### src/rtl/down_counter_sync_tff_if.sv
// Control/status bundle for the loadable T-FF down counter.
// The controller side (master) loads and enables; the counter side (slave) reports count and status.
interface down_counter_sync_tff_if #(
    parameter int WIDTH = 4
);
    logic             load;
    logic [WIDTH-1:0] load_val;
    logic             en;
    logic             auto_reload;
    logic [WIDTH-1:0] q;
    logic             busy;
    logic             done;

    modport master (
        output load, load_val, en, auto_reload,
        input  q, busy, done
    );

    modport slave (
        input  load, load_val, en, auto_reload,
        output q, busy, done
    );
endinterface

### src/rtl/down_counter_sync_tff.sv
// Loadable synchronous down counter built from T flip-flops, used as an interval timer
// with a one-cycle done pulse on expiry and an optional auto-reload (periodic tick) mode.
module down_counter_sync_tff #(
    parameter int WIDTH = 4
) (
    input  logic                   clk,
    input  logic                   rst,
    down_counter_sync_tff_if.slave bus
);

    typedef enum logic {
        IDLE  = 1'b0,
        COUNT = 1'b1
    } state_t;

    state_t           state, state_nxt;
    logic [WIDTH-1:0] q;
    logic [WIDTH-1:0] reload_reg, reload_nxt;
    logic [WIDTH-1:0] t;
    logic [WIDTH-1:0] t_dec;
    logic             done, done_nxt;

    // Borrow ripple: bit i toggles when every lower bit is already zero.
    always_comb begin
        t_dec = '0;
        for (int i = 0; i < WIDTH; i++) begin
            t_dec[i] = ~|(q & ((WIDTH'(1) << i) - WIDTH'(1)));
        end
    end

    // NOTE: every output of this block gets a default first so no path leaves it unassigned (no latch).
    always_comb begin
        state_nxt  = state;
        reload_nxt = reload_reg;
        done_nxt   = 1'b0;
        t          = '0;

        if (bus.load) begin
            t          = q ^ bus.load_val;
            reload_nxt = bus.load_val;
            state_nxt  = (bus.load_val != '0) ? COUNT : IDLE;
        end else if (state == COUNT && bus.en) begin
            if (q == WIDTH'(1)) begin
                done_nxt = 1'b1;
                if (bus.auto_reload) begin
                    t = q ^ reload_reg;
                end else begin
                    t         = q;
                    state_nxt = IDLE;
                end
            end else if (q != '0) begin
                t = t_dec;
            end else begin
                // Unreachable in normal use; refuse to wrap and fall back to IDLE.
                state_nxt = IDLE;
            end
        end
    end

    // NOTE: state elements use non-blocking assignments so all flops update together at the edge.
    always_ff @(posedge clk or negedge rst) begin
        if (!rst) begin
            q          <= '0;
            reload_reg <= '0;
            state      <= IDLE;
            done       <= 1'b0;
        end else begin
            q          <= q ^ t;
            reload_reg <= reload_nxt;
            state      <= state_nxt;
            done       <= done_nxt;
        end
    end

    assign bus.q    = q;
    assign bus.busy = (state == COUNT);
    assign bus.done = done;

endmodule

### src/flat_wrapper.sv
// flat-port wrapper written by rule: the top's interface ports become plain ports
module down_counter_sync_tff_flat 
#(
    parameter int WIDTH = 4
)
  (clk, rst, bus_load, bus_load_val, bus_en, bus_auto_reload, bus_q, bus_busy, bus_done);
  down_counter_sync_tff_if #(.WIDTH(WIDTH)) bus_i ();
  input  logic clk;
  input  logic rst;
  input wire logic [$bits(bus_i.load)-1:0] bus_load;
  input wire logic [$bits(bus_i.load_val)-1:0] bus_load_val;
  input wire logic [$bits(bus_i.en)-1:0] bus_en;
  input wire logic [$bits(bus_i.auto_reload)-1:0] bus_auto_reload;
  output wire logic [$bits(bus_i.q)-1:0] bus_q;
  output wire logic [$bits(bus_i.busy)-1:0] bus_busy;
  output wire logic [$bits(bus_i.done)-1:0] bus_done;
  assign bus_i.load = bus_load;
  assign bus_i.load_val = bus_load_val;
  assign bus_i.en = bus_en;
  assign bus_i.auto_reload = bus_auto_reload;
  assign bus_q = bus_i.q;
  assign bus_busy = bus_i.busy;
  assign bus_done = bus_i.done;
  down_counter_sync_tff #(.WIDTH(WIDTH)) u_core (.clk(clk), .rst(rst), .bus(bus_i));
endmodule
### config.mk
export PLATFORM = sky130hd
export DESIGN_NAME = down_counter_sync_tff_flat
export DESIGN_NICKNAME = d
export VERILOG_FILES = /design/src/rtl/down_counter_sync_tff_if.sv /design/src/rtl/down_counter_sync_tff.sv /design/src/flat_wrapper.sv
export SDC_FILE = /design/constraint.sdc
export NUM_CORES = 1
export LEC_CHECK = 0
export ABC_AREA = 0
export BUFFER_PORTS_ARGS = -buffer_cell sky130_fd_sc_hd__buf_2
export CORE_MARGIN = 2
export CORE_UTILIZATION = 35
export DETAILED_ROUTE_END_ITERATION = 8
export PLACE_DENSITY = 0.62
export SYNTH_ARGS = -nofsm -noshare
export SYNTH_HDL_FRONTEND = slang
export SYNTH_SLANG_ARGS = --single-unit
### constraint.sdc
create_clock -name clk -period 1.1 [get_ports clk]
set_clock_uncertainty 0.05 [all_clocks]
set_input_delay 0.11 -clock clk [delete_from_list [all_inputs] [get_ports clk]]
set_output_delay 0.11 -clock clk [all_outputs]
set_load 0.005 [all_outputs]
==> results.tsv <==
stage	metric	value	unit
yosys	YS warnings	0	
die	die height	43.66	um
placement	Placed Area	689.4	sq um
global_route	met1 usage	21.75	%
job	MaxCap Viol Count	0	
yosys	Post-Synth Adder-Cell Area	0	%
detailed_routing	detailed-route via count	480	
global_route	Total GRT Usage	15.38	%
yosys	Unique masters post-synth	29	
yosys	syn_area_per_cell	10.59	sq um
clock_tree	CTS Root Cell	clkbuf_4	
placement	Post-DP HPWL	962.9	um
critical_path	type of origin of the critical path	register	
clock_tree	Clock Sinks	10	
yosys	main combinational cell family by area after synthesis	simple AND/OR/NAND/NOR gates	
yosys	synthesized area	550.5	sq um
power_and_ir_drop	Max VDD drop	0.0007046	V
detailed_routing	drt initial violations	9	
critical_path	Worst setup EP type	register	
critical_path	kind of critical path	reg -> reg	
yosys	Post-Syn Nets	61	
global_route	global-route wire length before repair	2.097	mm
detailed_routing	DR WL/cell	13.28	um
yosys	XOR/XNOR share of the synthesized area	0	%
yosys	mux cell area share after synthesis	4.091	%
global_route	GR peak layer	met2	
die	Initial Util	36.97	%
layout	ratio of cells with drive above 1 in the final layout	50.65	%
run_status	violated checks	negative setup slack	
sta	WHS	0.03343	ns
yosys	Mapped Cells	52	
sta	Slew @ Worst Pin	0.3586	ns
detailed_routing	Routed WL	1.235	mm
clock_tree	CTS clk-pin slew, worst paths	0.06	ns
yosys	synth top area cells	dfrtp_1 45%, nand2_1 5.5%, mux2_1 4.1%, nand3b_4 3.6%, nand4b_1 3.2%	
die	die width	43.66	um
layout	ANT cells	0	
layout	sequential cell area	256.5	sq um
die	core region area	1489	sq um
global_route	met3 Track Usage GR	4.167	%
power_and_ir_drop	Leakage	0.3584	nW
placement	RePlAce Congestion	0.8302	
placement	Port Buffers	14	
power_and_ir_drop	Power Density	1288	nW/um^2
layout	area grow syn2layout	46.82	%
sta	Final min period	1.207	ns
sta	endpoints failing hold	0	
critical_path	critical path peak fanout	4	
power_and_ir_drop	Tot Pwr	1.041	mW
layout	fin nets	87	
detailed_routing	Avg Vias per Cell	5.161	
yosys	sequential share of the synthesized area	45.45	%
sta	Max Clk Rate	828.8	MHz
critical_path	CP Data Required Time	1.19	ns
sta	unrepaired setup endpoints after global routing	yes	
die	Boundary Pins	15	
die	site row count	14	
run_status	status	finished, violations left	
yosys	area leader, netlist	dfrtp_1	
global_route	grt met2 use	21.76	%
sta	slew margin rel.	75.87	%
sta	Setup violations, final	8	
layout	area of the multi-input gates	331.6	sq um
sta	Worst Setup Slack, final	-0.1066	ns
global_route	vias in the first global route	472	
layout	Final Instance Area	808.3	sq um
die	die footprint	1906	sq um
detailed_routing	iteration count of the initial detailed-routing pass	4	
detailed_routing	DRT antenna net count	0	
clock_tree	H-tree Lvls	1	
sta	Final Cycle Share	109.7	%
yosys	Synth Register Bits	10	
critical_path	CP arrival	1.30	ns
clock_tree	CTS tree	yes	
sta	final slew viol count	0	
clock_tree	Clock Latency Late Sink	0.27	ns
global_route	largest net degree at the start of global routing	13	
yosys	Synth Area in Compound Gates	19.09	%
yosys	simple-gate area share of the yosys netlist	28.41	%
clock_tree	CTS max path bufs	2	
detailed_routing	# DRC	0	
yosys	Synth top area share	45.45	%
global_route	initial antenna violation count	0	
hold_path	Worst Hold Class	in -> reg	
clock_tree	Num CTS Buffers	3	
global_route	total gr overflow	0	
layout	Filler Cell Count	122	
layout	Util after Layout	54.29	%
## final cells by class
class / instances / share of cell area (%)
clock buffer: 4 / 4.489
timing repair buffer: 22 / 18.89
sequential: 10 / 31.73
multi-input combinational: 38 / 41.02
inverter: 3 / 1.393
tap: 16 / 2.477
## cell usage in the layout (no fill, tap or decap), drive strengths merged, types with 3 or more instances in the layout
| cell | instances |
|---|---|
| buf | 21 |
| clkbuf | 4 |
| dfrtp | 10 |
| inv | 3 |
| nand2 | 8 |
## path summary, 6_finish.rpt
path                                       from                    to  slack, ns  cells after the start
min                             bus_load_val[3]  u_core.reload_reg[3]       0.03                      3
max in group asynchronous                   rst       u_core.bus.q[2]       0.60                      2
min in group asynchronous                   rst  u_core.reload_reg[0]       0.18                      2
min reg2reg                u_core.reload_reg[3]  u_core.reload_reg[3]       0.43                      2
max                             u_core.bus.q[1]       u_core.bus.q[1]      -0.11                      3
max reg2reg                     u_core.bus.q[1]       u_core.bus.q[1]      -0.11                      3
## Yosys cell counts
| master | count |
|---|---|
| nor2b_1 | 1 |
| nand2b_1 | 2 |
| a21oi_1 | 1 |
| nand4b_1 | 2 |
| nor4_1 | 1 |
| a311o_1 | 1 |
| nor4b_1 | 1 |
| nor2_1 | 2 |
| o211ai_2 | 1 |
| nand3_1 | 1 |
| o221ai_1 | 1 |
| or2_2 | 1 |
| nand3b_4 | 1 |
| o31a_1 | 1 |
| nand2_1 | 8 |
| o21a_1 | 1 |
| o21ai_1 | 1 |
| nand4bb_1 | 1 |
| and3b_1 | 1 |
| or2_1 | 1 |
| nor3_2 | 1 |
| dfrtp_1 | 10 |
| o21ai_0 | 1 |
| inv_1 | 3 |
| buf_2 | 1 |
| a41oi_2 | 1 |
| mux2_1 | 2 |
| o22a_1 | 1 |
| o311ai_1 | 2 |
## critical path, stage by stage (launching register included)
cell	delay, ns
dfrtp_2	0.44
nand4bb_4	0.27
o221ai_1	0.21
o211ai_2	0.12
## power by group
group          total [mW]  switching [mW]  leakage (nW)  internal, mW
Clock               0.330           0.129        0.0210         0.201
Sequential          0.451          0.0446         0.115         0.406
Combinational       0.260           0.109         0.223         0.150
Total                1.04           0.283         0.358         0.758
## per-stage QoR
step	cells	TNS (ns)	setup WS, ns
after global routing	93	-0.8294	-0.1649
after floorplan	52	-0.1719	-0.07244
after detailed placement	86	-0.5137	-0.1205
after global placement	86	-0.5628	-0.1429
final	93	-0.4348	-0.1066
after CTS	93	-0.5177	-0.1031
## cells by family after synthesis
logic type,Yosys count
mux,2
flops,10
buf+inv,4
simple gates,24
compound gates,12
## timing repair
| item | CTS | global route |
|---|---|---|
| hold buffers | 1 | 0 |
| cloned | 0 | 0 |
| setup endpoints to repair | 9 | 10 |
| endpoints found under the hold margin | 10 | 0 |
| setup buffers | 2 | 0 |
| gates resized for setup | 7 | 7 |
## layer usage
metal	routed length (um)	share of wire (%)
met1	591	48
met2	561	45
met3	66	5.3
met4	16	1.3
met5	0	0
Power figures use the tool's default switching activity.
